`src/rtl/fifo_pkg.sv`:
```
// Shared constants and helpers for the FWFT FIFO.
// Provides default WIDTH/DEPTH values and ptr_width(), the pointer width
// (one extra bit over the address so full and empty can be told apart).
package fifo_pkg;

    localparam int unsigned WIDTH_DEF = 32;
    localparam int unsigned DEPTH_DEF = 16;

    // Address bits plus one wrap bit; also the width of the entry count.
    function automatic int unsigned ptr_width(input int unsigned depth);
        return $clog2(depth) + 1;
    endfunction

endpackage

```
`src/rtl/sync_fifo_fwft_if.sv`:
```
// Handshake bundle for sync_fifo_fwft.
// master : producer/consumer side (drives wr_i, wr_data_i, rd_i)
// slave  : FIFO side (drives rd_data_o, full_o, empty_o, afull_o, aempty_o, count_o)
// Optional macro SYNC_FIFO_ERR_EN adds err_clr_i, overflow_o, underflow_o.
interface sync_fifo_fwft_if
    import fifo_pkg::*;
#(
    parameter int unsigned WIDTH = WIDTH_DEF,
    parameter int unsigned DEPTH = DEPTH_DEF
);

    localparam int unsigned CNT_W = ptr_width(DEPTH);

    logic             wr_i;
    logic [WIDTH-1:0] wr_data_i;
    logic             rd_i;
    logic [WIDTH-1:0] rd_data_o;
    logic             full_o;
    logic             empty_o;
    logic             afull_o;
    logic             aempty_o;
    logic [CNT_W-1:0] count_o;
`ifdef SYNC_FIFO_ERR_EN
    logic             err_clr_i;
    logic             overflow_o;
    logic             underflow_o;
`endif

`ifdef SYNC_FIFO_ERR_EN
    modport master (
        output wr_i, wr_data_i, rd_i, err_clr_i,
        input  rd_data_o, full_o, empty_o, afull_o, aempty_o, count_o,
               overflow_o, underflow_o
    );
    modport slave (
        input  wr_i, wr_data_i, rd_i, err_clr_i,
        output rd_data_o, full_o, empty_o, afull_o, aempty_o, count_o,
               overflow_o, underflow_o
    );
`else
    modport master (
        output wr_i, wr_data_i, rd_i,
        input  rd_data_o, full_o, empty_o, afull_o, aempty_o, count_o
    );
    modport slave (
        input  wr_i, wr_data_i, rd_i,
        output rd_data_o, full_o, empty_o, afull_o, aempty_o, count_o
    );
`endif

endinterface

```
`src/rtl/fifo_ram.sv`:
```
// Simple dual-port storage for the FIFO: synchronous write, asynchronous read.
// Ports: clk_i, wr_en_i/wr_addr_i/wr_data_i (write port),
//        rd_addr_i -> rd_data_c (combinational read port).
// Contents are not reset; the owner tracks which entries are valid.
module fifo_ram #(
    parameter int unsigned WIDTH  = 32,
    parameter int unsigned DEPTH  = 16,
    localparam int unsigned ADDR_W = $clog2(DEPTH)
) (
    input  logic              clk_i,
    input  logic              wr_en_i,
    input  logic [ADDR_W-1:0] wr_addr_i,
    input  logic [WIDTH-1:0]  wr_data_i,
    input  logic [ADDR_W-1:0] rd_addr_i,
    output logic [WIDTH-1:0]  rd_data_c
);

    logic [WIDTH-1:0] mem [DEPTH];

    // Write port
    always_ff @(posedge clk_i) begin
        if (wr_en_i) begin
            mem[wr_addr_i] <= wr_data_i;
        end
    end

    // Read port: head word is visible without latency
    assign rd_data_c = mem[rd_addr_i];

endmodule

```
`src/rtl/sync_fifo_fwft.sv`:
```
// First-word-fall-through synchronous FIFO.
// Ports: clk_i (rising edge), reset_ni (async, active-low),
//        bus (sync_fifo_fwft_if.slave): write/pop handshake, head data,
//        full/empty/almost-full/almost-empty flags and entry count.
// Optional macro SYNC_FIFO_ERR_EN adds sticky overflow/underflow flags
// cleared by err_clr_i.
// Pointers carry one wrap bit; count = wr_ptr - rd_ptr, and every flag is
// decoded from the registered pointers only.
module sync_fifo_fwft
    import fifo_pkg::*;
#(
    parameter int unsigned WIDTH     = WIDTH_DEF,
    parameter int unsigned DEPTH     = DEPTH_DEF,
    parameter int unsigned AFULL_TH  = DEPTH - 2,
    parameter int unsigned AEMPTY_TH = 2
) (
    input  logic clk_i,
    input  logic reset_ni,
    sync_fifo_fwft_if.slave bus
);

    localparam int unsigned ADDR_W = $clog2(DEPTH);
    localparam int unsigned PTR_W  = ptr_width(DEPTH);

    logic [PTR_W-1:0] wr_ptr;
    logic [PTR_W-1:0] rd_ptr;
    logic [PTR_W-1:0] count_c;
    logic             empty_c;
    logic             full_c;
    logic             wr_en_c;
    logic             rd_en_c;
    logic [WIDTH-1:0] head_c;

    // Status decode from registered pointers
    always_comb begin
        count_c = wr_ptr - rd_ptr;
        empty_c = (count_c == '0);
        full_c  = (count_c == PTR_W'(DEPTH));
    end

    // A full FIFO still takes a write when the head is popped in the same cycle
    always_comb begin
        rd_en_c = bus.rd_i && !empty_c;
        wr_en_c = bus.wr_i && (!full_c || bus.rd_i);
    end

    // Pointer registers
    always_ff @(posedge clk_i or negedge reset_ni) begin
        if (!reset_ni) begin
            wr_ptr <= '0;
            rd_ptr <= '0;
        end else begin
            if (wr_en_c) begin
                wr_ptr <= wr_ptr + PTR_W'(1);
            end
            if (rd_en_c) begin
                rd_ptr <= rd_ptr + PTR_W'(1);
            end
        end
    end

    fifo_ram #(
        .WIDTH (WIDTH),
        .DEPTH (DEPTH)
    ) u_ram (
        .clk_i     (clk_i),
        .wr_en_i   (wr_en_c),
        .wr_addr_i (wr_ptr[ADDR_W-1:0]),
        .wr_data_i (bus.wr_data_i),
        .rd_addr_i (rd_ptr[ADDR_W-1:0]),
        .rd_data_c (head_c)
    );

    // Stale RAM contents are masked so an empty FIFO always presents zero
    assign bus.rd_data_o = empty_c ? '0 : head_c;
    assign bus.empty_o   = empty_c;
    assign bus.full_o    = full_c;
    assign bus.afull_o   = (count_c >= PTR_W'(AFULL_TH));
    assign bus.aempty_o  = (count_c <= PTR_W'(AEMPTY_TH));
    assign bus.count_o   = count_c;

`ifdef SYNC_FIFO_ERR_EN
    logic overflow_q;
    logic underflow_q;
    logic ovf_set_c;
    logic unf_set_c;

    always_comb begin
        ovf_set_c = bus.wr_i && full_c && !bus.rd_i;
        unf_set_c = bus.rd_i && empty_c;
    end

    // Sticky error flags; a new event outranks a clear in the same cycle
    always_ff @(posedge clk_i or negedge reset_ni) begin
        if (!reset_ni) begin
            overflow_q  <= 1'b0;
            underflow_q <= 1'b0;
        end else begin
            if (ovf_set_c) begin
                overflow_q <= 1'b1;
            end else if (bus.err_clr_i) begin
                overflow_q <= 1'b0;
            end
            if (unf_set_c) begin
                underflow_q <= 1'b1;
            end else if (bus.err_clr_i) begin
                underflow_q <= 1'b0;
            end
        end
    end

    assign bus.overflow_o  = overflow_q;
    assign bus.underflow_o = underflow_q;
`endif

endmodule

```
`src/flat_wrapper.sv`:
```
// flat-port wrapper written by rule: the top's interface ports become plain ports
module sync_fifo_fwft_flat import fifo_pkg::*;
#(
    parameter int unsigned WIDTH     = WIDTH_DEF,
    parameter int unsigned DEPTH     = DEPTH_DEF,
    parameter int unsigned AFULL_TH  = DEPTH - 2,
    parameter int unsigned AEMPTY_TH = 2
)
  (clk_i, reset_ni, bus_wr_i, bus_wr_data_i, bus_rd_i, bus_rd_data_o, bus_full_o, bus_empty_o, bus_afull_o, bus_aempty_o, bus_count_o);
  sync_fifo_fwft_if #(.WIDTH(WIDTH), .DEPTH(DEPTH)) bus_i ();
  input  logic clk_i;
  input  logic reset_ni;
  input wire logic [$bits(bus_i.wr_i)-1:0] bus_wr_i;
  input wire logic [$bits(bus_i.wr_data_i)-1:0] bus_wr_data_i;
  input wire logic [$bits(bus_i.rd_i)-1:0] bus_rd_i;
  output wire logic [$bits(bus_i.rd_data_o)-1:0] bus_rd_data_o;
  output wire logic [$bits(bus_i.full_o)-1:0] bus_full_o;
  output wire logic [$bits(bus_i.empty_o)-1:0] bus_empty_o;
  output wire logic [$bits(bus_i.afull_o)-1:0] bus_afull_o;
  output wire logic [$bits(bus_i.aempty_o)-1:0] bus_aempty_o;
  output wire logic [$bits(bus_i.count_o)-1:0] bus_count_o;
  assign bus_i.wr_i = bus_wr_i;
  assign bus_i.wr_data_i = bus_wr_data_i;
  assign bus_i.rd_i = bus_rd_i;
  assign bus_rd_data_o = bus_i.rd_data_o;
  assign bus_full_o = bus_i.full_o;
  assign bus_empty_o = bus_i.empty_o;
  assign bus_afull_o = bus_i.afull_o;
  assign bus_aempty_o = bus_i.aempty_o;
  assign bus_count_o = bus_i.count_o;
  sync_fifo_fwft #(.WIDTH(WIDTH), .DEPTH(DEPTH), .AFULL_TH(AFULL_TH), .AEMPTY_TH(AEMPTY_TH)) u_core (.clk_i(clk_i), .reset_ni(reset_ni), .bus(bus_i));
endmodule
```
`config.mk`:
```
export PLATFORM = sky130hd
export DESIGN_NAME = sync_fifo_fwft_flat
export DESIGN_NICKNAME = d
export VERILOG_FILES = /design/src/rtl/fifo_pkg.sv /design/src/rtl/sync_fifo_fwft_if.sv /design/src/rtl/fifo_ram.sv /design/src/rtl/sync_fifo_fwft.sv /design/src/flat_wrapper.sv
export SDC_FILE = /design/constraint.sdc
export NUM_CORES = 1
export LEC_CHECK = 0
export ABC_AREA = 0
export BUFFER_PORTS_ARGS = -buffer_cell sky130_fd_sc_hd__buf_4
export CAP_MARGIN = 20
export CELL_PAD_IN_SITES_DETAIL_PLACEMENT = 1
export CELL_PAD_IN_SITES_GLOBAL_PLACEMENT = 2
export CORE_UTILIZATION = 45
export CTS_CLUSTER_SIZE = 40
export DETAILED_ROUTE_END_ITERATION = 16
export PLACE_DENSITY = 0.84
export SETUP_SLACK_MARGIN = 0.05
export SYNTH_ARGS = -nofsm -noshare
export SYNTH_HDL_FRONTEND = slang
export SYNTH_SLANG_ARGS = --single-unit
```
`constraint.sdc`:
```
create_clock -name clk_i -period 5.12 [get_ports clk_i]
set_input_delay 0.768 -clock clk_i [delete_from_list [all_inputs] [get_ports clk_i]]
set_output_delay 0.768 -clock clk_i [all_outputs]
set_load 0.02 [all_outputs]
```
==> results.yml, run 1 <==
run_status:
  run_status: "finished, final reports clean"
logic_synthesis:
  synthCells: 846
  synth.yosys.seq_area_share_pct: 76.7
  yosysUniqueCellTypes: 39
  syn_area_per_cell_um2: 24.1
  ys_warn_count: 0
  synth_nets: 892
  synth_top_cell_by_area: "edfxtp_1"
  synthTopCellsByArea: "edfxtp_1 (75%), mux4_2 (17%), dfrtp_1 (1.2%), nor2b_1 (0.83%), buf_6 (0.61%)"
  ys_seq_elements: 522
  synth_top_area_share_pct: 75.5
  netlist_area_mm2: 0.0204
setup_path:
  rr_endpoint: "u_core.u_ram.mem[8][4]"
  arrival_ns: 3.78
  path_class: "flop to output pin"
  required_ns: 4.35
  r2r_setup_slack_ns: 1.23
  r2r_start: "u_core.rd_ptr[0]"
  path_delay_family: "simple AND/OR/NAND/NOR gates"
  startpoint_type: "flop"
  reg2regPathDepth: 9
  path_cells: "ha_1, fa_1, nand2b_1, a21oi_2, xor2_2, inv_2, nor2_4, buf_12, nor2b_1, buf_4"
  path_buf_inv: 3
  path_max_fanout: 25
  critPathCaptureType: "output pin"
  worst_path_largest_cell_delay_ns: 0.56
  slowest_stage: "dfrtp_4"
routing:
  wl_um: 45500
  avgViaCountPerCell: 5.79
  dr.pass1.iters: 5
  ant_nets: 0
  route.vias.total: 9216
  wl_per_cell_um: 28.5
  drtIter0Drc: 879
  remaining_drc_errors: 0
placement:
  place_area_mm2: 0.0218
  routabilityCongestion: 0.729
  dp_hpwl_um: 23700
  dpl.cell_count: 1497
  port-buffer-count: 76
floorplan:
  die_h_um: 215
  die_x_um: 215
  placementRows: 77
  start_util_pct: 45.9
  io_pins: 77
  core_area_mm2: 0.0444
  die-area_mm2: 0.0461
worst_hold_path:
  hold_end: "u_core.u_ram.mem[7][16]"
  hold_path_class: "primary input to flop"
  whs_path_depth: 1
  worstHoldStart: "bus_wr_data_i[16]"
pwr:
  ir_drop_v: 0.000463
  powerDensity_mw_per_mm2: 605
  leakage_nw: 7.43
  power_w: 0.0141
sta:
  worst_slew_pin_slew_ns: 1.09
  setup_violations: 0
  final_max_slew_viol_count: 0
  fmax_mhz: 220
  max_slew_margin_pct: 27.1
  hold_violations: 0
  rsz0062_at_grt: "no"
  holdWs_ns: 0.479
  post-route-min-period_ns: 4.55
  period_share_pct: 88.9
  finClkSkew_ns: 0.0101
clock_network:
  post_cts_buffers: 0
  cts_resized: 0
  cts_hold_buf: 1
  clk_latency_ns: 0.59
  root_buffer: "clkbuf_16"
  cts.path.max_buffers: 3
  clk_pin_slew_worst_paths_ns: 0.07
  cts_sinks: 522
  tritoncts: "done"
  cts_max_level: 2
  cts_buffers: 52
global_route:
  antenna_found_initial: 2
  grt_max_degree: 77
  grt_pass1_vias: 9983
  grt_pass1_wl_um: 67200
  grt_overflow_total: 0
  grt_usage_pct: 20.2
layout:
  postLayoutCellArea_mm2: 0.0233
  final_cells: 1592
  finalNetCount: 1006
  syn2layout_area_growth_pct: 14.6
  post-route-util_pct: 52.6
  drive_gt1_share_pct: 36.1
flow_run:
  maxCapViolCount: 0
[layout by cell type (no fill, tap or decap), drive strengths merged]
cell | Yosys | layout
a2111oi | 1 | 1
a21oi | 2 | 2
a31o | 1 | 1
and4 | 2 | 2
buf | 25 | 103
bufinv | 0 | 1
clkbuf | 19 | 73
clkinv | 0 | 14
clkinvlp | 0 | 4
dfrtp | 10 | 10
diode | 0 | 1
dlygate4sd3 | 0 | 1
edfxtp | 512 | 512
fa | 1 | 1
ha | 9 | 9
inv | 10 | 11
mux2 | 2 | 2
mux2i | 1 | 1
mux4 | 160 | 160
nand2 | 6 | 6
nand2b | 1 | 1
nand3 | 5 | 5
nand3b | 1 | 1
nor2 | 17 | 17
nor2b | 33 | 33
nor3 | 5 | 5
nor4 | 1 | 1
o211ai | 1 | 1
o21ai | 3 | 3
o311ai | 1 | 1
o31ai | 5 | 5
xnor2 | 9 | 9
xor2 | 3 | 3
[stage by stage]
step | worst slack, ns | setup TNS [ns]
2_1_floorplan | -0.110 | -7.03
3_3_place_gp | 1.35 | 0
3_5_place_dp | 1.23 | 0
4_1_cts | 0.512 | 0
5_1_grt | 0.365 | 0
6_report | 0.570 | 0
[state kept, by name (all words and copies together) (netlist names)]
register and count:
u_core.rd_ptr 5, u_core.u_ram.mem 512, u_core.wr_ptr 5
[metal layers]
metal	vias up	wire length, um	GRT usage (%)	share of wire (%)
met5	-	0	0	0
li1	3823	-	-	-
met1	5004	19100	28.0	42
met3	65	2730	3.50	6.0
met2	324	22700	33.0	50
met4	0	950	6.26	2.1
[worst max-delay path by stage]
stage / startpoint / endpoint / slack (ns) / depth (start not counted)
after floorplan: u_core.rd_ptr[2] / u_core.u_ram.mem[11][0] / -0.11 / 10
after global placement: u_core.rd_ptr[0] / bus_rd_data_o[13] / 1.35 / 10
after detailed placement: u_core.rd_ptr[0] / bus_rd_data_o[29] / 1.23 / 10
after CTS: u_core.rd_ptr[0] / bus_rd_data_o[13] / 0.51 / 10
after global routing: u_core.rd_ptr[0] / bus_rd_data_o[13] / 0.37 / 10
final: u_core.rd_ptr[0] / bus_rd_data_o[13] / 0.57 / 10
[cells by family after synthesis]
logic type               share of synthesized area [%]
multiplexers                                      17.9
AND/OR/NAND/NOR                                   2.13
adder cells (fa/ha/maj)                          0.651
XOR/XNOR                                         0.590
AO/OA/AOI/OAI                                    0.540
buffers and inverters                             1.50
flip-flops                                        76.7
[layout make-up]
| cell class | count | area [um2] |
|---|---|---|
| fillers | 3823 | 21100 |
| flip-flops and latches | 522 | 15600 |
| multi-input cells | 270 | 4550 |
| clock buffers | 73 | 1400 |
| repair buffers | 104 | 821 |
| well taps | 592 | 741 |
| clock inverters | 20 | 149 |
| inverters | 10 | 37.5 |
| diodes | 1 | 2.50 |
[cells in the mapped netlist (all sizes together)]
| master | instances |
|---|---|
| edfxtp | 512 |
| mux4 | 160 |
| nor2b | 33 |
| buf | 25 |
| clkbuf | 19 |
| nor2 | 17 |
| dfrtp | 10 |
| inv | 10 |
| ha | 9 |
| xnor2 | 9 |
| nand2 | 6 |
| nand3 | 5 |
| nor3 | 5 |
| o31ai | 5 |
| o21ai | 3 |
| xor2 | 3 |
| a21oi | 2 |
| and4 | 2 |
| mux2 | 2 |
| a2111oi | 1 |
| a31o | 1 |
| fa | 1 |
| mux2i | 1 |
| nand2b | 1 |
| nand3b | 1 |
| nor4 | 1 |
| o211ai | 1 |
| o311ai | 1 |
[report_power, final]
group	leakage, nW	internal (W)	total, W	switching [W]
combinational	1.95	0.00241	0.00523	0.00282
sequential	4.74	0.00518	0.00538	0.000206
clock	0.740	0.00196	0.00351	0.00155
Note: power is estimated with default switching activity, not from simulation.
==> inputs of run 2 (changes only) <==
--- a/config.mk
+++ b/config.mk
@@ -10,10 +10,11 @@
 export CAP_MARGIN = 20
 export CELL_PAD_IN_SITES_DETAIL_PLACEMENT = 1
 export CELL_PAD_IN_SITES_GLOBAL_PLACEMENT = 2
+export CORE_MARGIN = 2
 export CORE_UTILIZATION = 45
 export CTS_CLUSTER_SIZE = 40
 export DETAILED_ROUTE_END_ITERATION = 16
-export PLACE_DENSITY = 0.84
+export PLACE_DENSITY = 0.77
 export SETUP_SLACK_MARGIN = 0.05
 export SYNTH_ARGS = -nofsm -noshare
 export SYNTH_HDL_FRONTEND = slang
==> run 2 against run 1 <==
  * Sequential share of layout area fell by 0.34 points
  * Flip-flop and latch count did not move
  * Critical path type unchanged
  * Critical path depth rose by 1
==> results.yml, run 2 (synthesis gave the netlist of run 1 again) <==
run_status:
  run_status: "finished, final reports clean"
routing:
  wl_per_cell_um: 27.5
  avgViaCountPerCell: 5.73
  ant_nets: 0
  route.vias.total: 9127
  dr.pass1.iters: 5
  wl_um: 43800
  remaining_drc_errors: 0
  drtIter0Drc: 823
layout:
  finalNetCount: 1007
  mostFrequentLayoutCells: "edfxtp_1 (512), mux4_2 (158), buf_4 (97)"
  top_regs: "u_core.u_ram.mem: 512 flops, u_core.rd_ptr: 5 flops, u_core.wr_ptr: 5 flops"
  regMostFlops: "u_core.u_ram.mem"
  postLayoutCellArea_mm2: 0.0235
  largest_reg_flops: 512
  drive_gt1_share_pct: 36.4
  syn2layout_area_growth_pct: 15.2
  mostFrequentLayoutCell: "edfxtp_1"
setup_path:
  startpoint_type: "flop"
  path_max_fanout: 19
  path_class: "flop to output pin"
  required_ns: 4.35
  arrival_ns: 3.50
  critPathCaptureType: "output pin"
floorplan:
  die_x_um: 217
  die-area_mm2: 0.0470
  die_h_um: 217
  start_util_pct: 45.9
  core_area_mm2: 0.0444
  io_pins: 77
  placementRows: 77
pwr:
  power_w: 0.0142
  leakage_nw: 7.50
  ir_drop_v: 0.000469
  powerDensity_mw_per_mm2: 607
global_route:
  antenna_found_initial: 1
  grt_usage_pct: 19.2
  grt_pass1_wl_um: 65800
  grt_max_degree: 131
  grt_pass1_vias: 9845
  grt_overflow_total: 0
sta:
  fmax_mhz: 234
  period_share_pct: 83.3
  final_max_slew_viol_count: 0
  setup_violations: 0
  hold_violations: 0
  finClkSkew_ns: 0.0116
  rsz0062_at_grt: "no"
  max_slew_margin_pct: 31.7
  holdWs_ns: 0.477
  worst_slew_pin_slew_ns: 1.02
  post-route-min-period_ns: 4.27
placement:
  routabilityCongestion: 0.720
  dp_hpwl_um: 22700
  place_area_mm2: 0.0218
  port-buffer-count: 76
clock_network:
  post_cts_buffers: 0
  tritoncts: "done"
  clk_latency_ns: 0.59
  cts_max_level: 2
  cts_sinks: 522
  clk_pin_slew_worst_paths_ns: 0.06
  cts_buffers: 54
  cts.path.max_buffers: 3
  root_buffer: "clkbuf_16"
worst_hold_path:
  hold_path_class: "primary input to flop"
flow_run:
  maxCapViolCount: 0
-- run 2: final timing paths --
| check | start | to | slack, ns | cells after the start |
|---|---|---|---|---|
| min | bus_wr_data_i[18] | u_core.u_ram.mem[12][18] | 0.48 | 1 |
| min in group asynchronous | reset_ni | u_core.rd_ptr[3] | 0.57 | 2 |
| max | u_core.wr_ptr[0] | bus_rd_data_o[14] | 0.85 | 11 |
| max in group asynchronous | reset_ni | u_core.rd_ptr[0] | 4.38 | 2 |
| min reg2reg | u_core.wr_ptr[4] | u_core.wr_ptr[4] | 0.49 | 1 |
| max reg2reg | u_core.wr_ptr[0] | u_core.u_ram.mem[1][15] | 1.56 | 11 |
-- run 2: per-stage QoR --
stage | std cells | util (%) | worst slack, ns | TNS [ns]
3_5_place_dp | 1496 | 49.1 | 1.43 | 0
6_report | 1592 | 52.8 | 0.855 | 0
3_3_place_gp | 1496 | 49.1 | 1.53 | 0
4_1_cts | 1591 | 52.8 | 0.790 | 0
2_1_floorplan | 846 | - | -0.110 | -7.03
5_1_grt | 1592 | 52.8 | 0.645 | 0
-- run 2: cell type report --
type / instances / area [um2]
clock buffer: 65 / 1410
fill: 3780 / 21000
antenna: 1 / 2.50
clock inverter: 29 / 238
timing repair buffer: 103 / 838
tap: 592 / 741
multi-input combinational: 270 / 4550
sequential: 522 / 15600
inverter: 10 / 37.5
-- run 2: critical path, cell delays in order (launching register included) --
cell and delay, ns:
dfrtp_1 0.41, inv_1 0.12, ha_1 0.24, fa_1 0.42, nand2b_1 0.17, a21oi_2 0.16
xor2_2 0.42, inv_2 0.18, nor2_4 0.16, buf_4 0.31, nor2b_1 0.11, buf_4 0.17
-- run 2: repair_timing --
item                                   CTS  global route
endpoints found under the hold margin   10             0
hold buffers                             1             0
gates resized for setup                  0             0
-- run 2: metal layers --
| metal | share of wire (%) | up-vias | global-route usage, % |
|---|---|---|---|
| met5 | 0 | - | 0 |
| met4 | 2.0 | 0 | 5.94 |
| met3 | 4.8 | 67 | 2.60 |
| met2 | 50 | 263 | 31.1 |
| met1 | 43 | 4975 | 27.5 |
| li1 | - | 3822 | - |
-- run 2: where the power goes --
part	switching, W	leakage [nW]	internal, W
registers	0.000146	4.74	0.00518
clock network	0.00156	0.809	0.00215
logic	0.00280	1.96	0.00242
total	0.00451	7.50	0.00974
==> inputs of run 3 (changes only) <==
--- a/config.mk
+++ b/config.mk
@@ -11,10 +11,10 @@
 export CELL_PAD_IN_SITES_DETAIL_PLACEMENT = 1
 export CELL_PAD_IN_SITES_GLOBAL_PLACEMENT = 2
 export CORE_MARGIN = 2
-export CORE_UTILIZATION = 45
+export CORE_UTILIZATION = 50
 export CTS_CLUSTER_SIZE = 40
 export DETAILED_ROUTE_END_ITERATION = 16
-export PLACE_DENSITY = 0.77
+export PLACE_DENSITY = 0.81
 export SETUP_SLACK_MARGIN = 0.05
 export SYNTH_ARGS = -nofsm -noshare
 export SYNTH_HDL_FRONTEND = slang
==> constraint.sdc (replaced) <==
create_clock -name clk_i -period 4.1 [get_ports clk_i]
set_input_delay 0.615 -clock clk_i [delete_from_list [all_inputs] [get_ports clk_i]]
set_output_delay 0.615 -clock clk_i [all_outputs]
set_load 0.02 [all_outputs]
==> run 3 against run 2 <==
  * Wire length increased by 2.0%
  * Largest cell class unchanged
  * Sequential power increased by 24%
  * Critical endpoint is now bus_rd_data_o[7]
  * Clock power increased by 22%
  * Final cell count decreased by 3.1%
  * Critical path type unchanged
  * Die area decreased by 9.8%
  * Power increased by 26%
  * Largest power group is now combinational logic
  * Sequential share of layout area decreased by 0.16 points
  * Clock skew increased by 0.0024 ns
  * First-iteration DRC count increased by 0.85%
  * Global-route usage increased by 3.0 points
==> results.yml, run 3 (synthesis gave the netlist of run 1 again) <==
sta:
  final_max_slew_viol_count: 0
  rsz0062_at_grt: "no"
  period_share_pct: 95.0
  fmax_mhz: 257
  setup_violations: 0
  worst_slew_pin_slew_ns: 0.906
  hold_violations: 0
  post-route-min-period_ns: 3.90
  fin_ws_ns: 0.204
  max_slew_margin_pct: 39.6
  finClkSkew_ns: 0.0140
  setup_tns_ns: 0
flow_run:
  maxCapViolCount: 0
global_route:
  grt_overflow_total: 0
  grt_pass1_vias: 10023
  grt_usage_pct: 22.2
  grt_pass1_wl_um: 66400
  grt_max_degree: 132
  antenna_found_initial: 1
clock_network:
  cts.path.max_buffers: 3
  clk_pin_slew_worst_paths_ns: 0.06
  cts_max_level: 2
  clk_latency_ns: 0.59
  root_buffer: "clkbuf_16"
  cts_sinks: 522
  cts_buffers: 52
  tritoncts: "done"
pwr:
  powerDensity_mw_per_mm2: 761
  pwr-share-comb_pct: 37.8
  ir_drop_v: 0.000630
  p_clk_share_pct: 25.2
  seqPwrFrac_pct: 37.0
  p_sw_w: 0.00575
  swShare_pct: 32.1
  internal-power_w: 0.0121
  leakage_nw: 7.58
setup_path:
  path_max_fanout: 6
  startpoint_type: "flop"
  arrival_ns: 3.28
  required_ns: 3.48
  critPathCaptureType: "output pin"
  path_class: "flop to output pin"
floorplan:
  io_pins: 77
  die_x_um: 206
  placementRows: 73
  start_util_pct: 50.9
  die_h_um: 206
  die-area_mm2: 0.0424
  core_area_mm2: 0.0400
layout:
  syn2layout_area_growth_pct: 15.4
  top_regs: "u_core.u_ram.mem: 512 flops, u_core.rd_ptr: 5 flops, u_core.wr_ptr: 5 flops"
  mostFrequentLayoutCell: "edfxtp_1"
  regMostFlops: "u_core.u_ram.mem"
  finalNetCount: 1023
  postLayoutCellArea_mm2: 0.0235
  final_cells: 1543
  mostFrequentLayoutCells: "edfxtp_1 (512), mux4_2 (158), buf_4 (112)"
  post-route-util_pct: 58.8
  largest_reg_flops: 512
  drive_gt1_share_pct: 38.0
routing:
  avgViaCountPerCell: 5.97
  wl_um: 44700
  route.vias.total: 9218
  wl_per_cell_um: 29.0
  remaining_drc_errors: 0
  ant_nets: 0
  drtIter0Drc: 830
  dr.pass1.iters: 4
run_status:
  run_status: "finished, final reports clean"
placement:
  routabilityCongestion: 0.713
  place_area_mm2: 0.0218
  dpl.cell_count: 1444
  dp_hpwl_um: 23700
  port-buffer-count: 76
  dp_slack_ns: 0.423
worst_hold_path:
  hold_path_class: "primary input to flop"
-- run 3: cell types whose count changed in the layout (fill, tap and decap cells not counted), sizes merged --
cell and change:
inv +1, clkbuf -6, bufinv -1, clkinvlp +2, clkinv +4, buf +18
-- run 3: final timing paths --
check                            startpoint                       end  slack, ns  cells past startpoint
max                        u_core.wr_ptr[0]          bus_rd_data_o[7]       0.20                     11
min                        bus_wr_data_i[1]   u_core.u_ram.mem[13][1]       0.31                      1
max reg2reg                u_core.wr_ptr[0]  u_core.u_ram.mem[15][23]       0.67                     10
min reg2reg                u_core.rd_ptr[4]          u_core.rd_ptr[4]       0.50                      1
max in group asynchronous          reset_ni          u_core.rd_ptr[1]       3.53                      2
min in group asynchronous          reset_ni          u_core.wr_ptr[1]       0.40                      2
-- run 3: per-layer routing --
| metal | vias up | part of all wire (%) | global-route usage (%) |
|---|---|---|---|
| met2 | 310 | 50 | 35.5 |
| met4 | 0 | 2.9 | 8.62 |
| met1 | 4957 | 42 | 31.0 |
| met5 | - | 0 | 0 |
| li1 | 3864 | - | - |
| met3 | 87 | 5.6 | 3.72 |
-- run 3: per-stage QoR --
step	power, W	hold slack, ns
finish	0.0179	0.314
global route	0.0187	0.309
CTS	0.0181	0.282
detailed placement	0.0135	0.459
global placement	0.0134	0.456
floorplan	0.0112	0.319
-- run 3: cell type report --
class / count / area (um2)
fill: 3314 / 16500
timing repair buffer: 121 / 1000
clock inverter: 35 / 249
antenna: 1 / 2.50
clock buffer: 59 / 1350
tap: 525 / 657
inverter: 10 / 37.5
sequential: 522 / 15600
multi-input combinational: 270 / 4590
-- run 3: power by group through the flow --
stage          clock network [W]  registers (W)  logic, W
6_report                 0.00451        0.00662   0.00675
5_1_grt                  0.00477        0.00666   0.00725
4_1_cts                  0.00459        0.00662   0.00684
3_5_place_dp                   0        0.00673   0.00678
3_3_place_gp                   0        0.00669   0.00671
2_1_floorplan                  0        0.00667   0.00454
-- run 3: repair_timing --
item / in CTS / in global routing
cloned: 0 / 0
pin swaps: 1 / 1
hold buffers: 1 / 0
hold endpoints to repair: 10 / 0
gates resized for setup: 1 / 3
buffers inserted: 1 / 2
endpoints found under the setup margin: 26 / 30
-- run 3: worst max-delay path, cell delays in order (launching register included) --
cell and delay [ns]:
dfrtp_1 0.40, inv_1 0.12, ha_1 0.24, fa_1 0.50, inv_1 0.09, nor4_2 0.37, mux2i_4 0.16, nor2_4 0.26
buf_12 0.14, buf_4 0.17, nor2b_1 0.07, buf_4 0.15
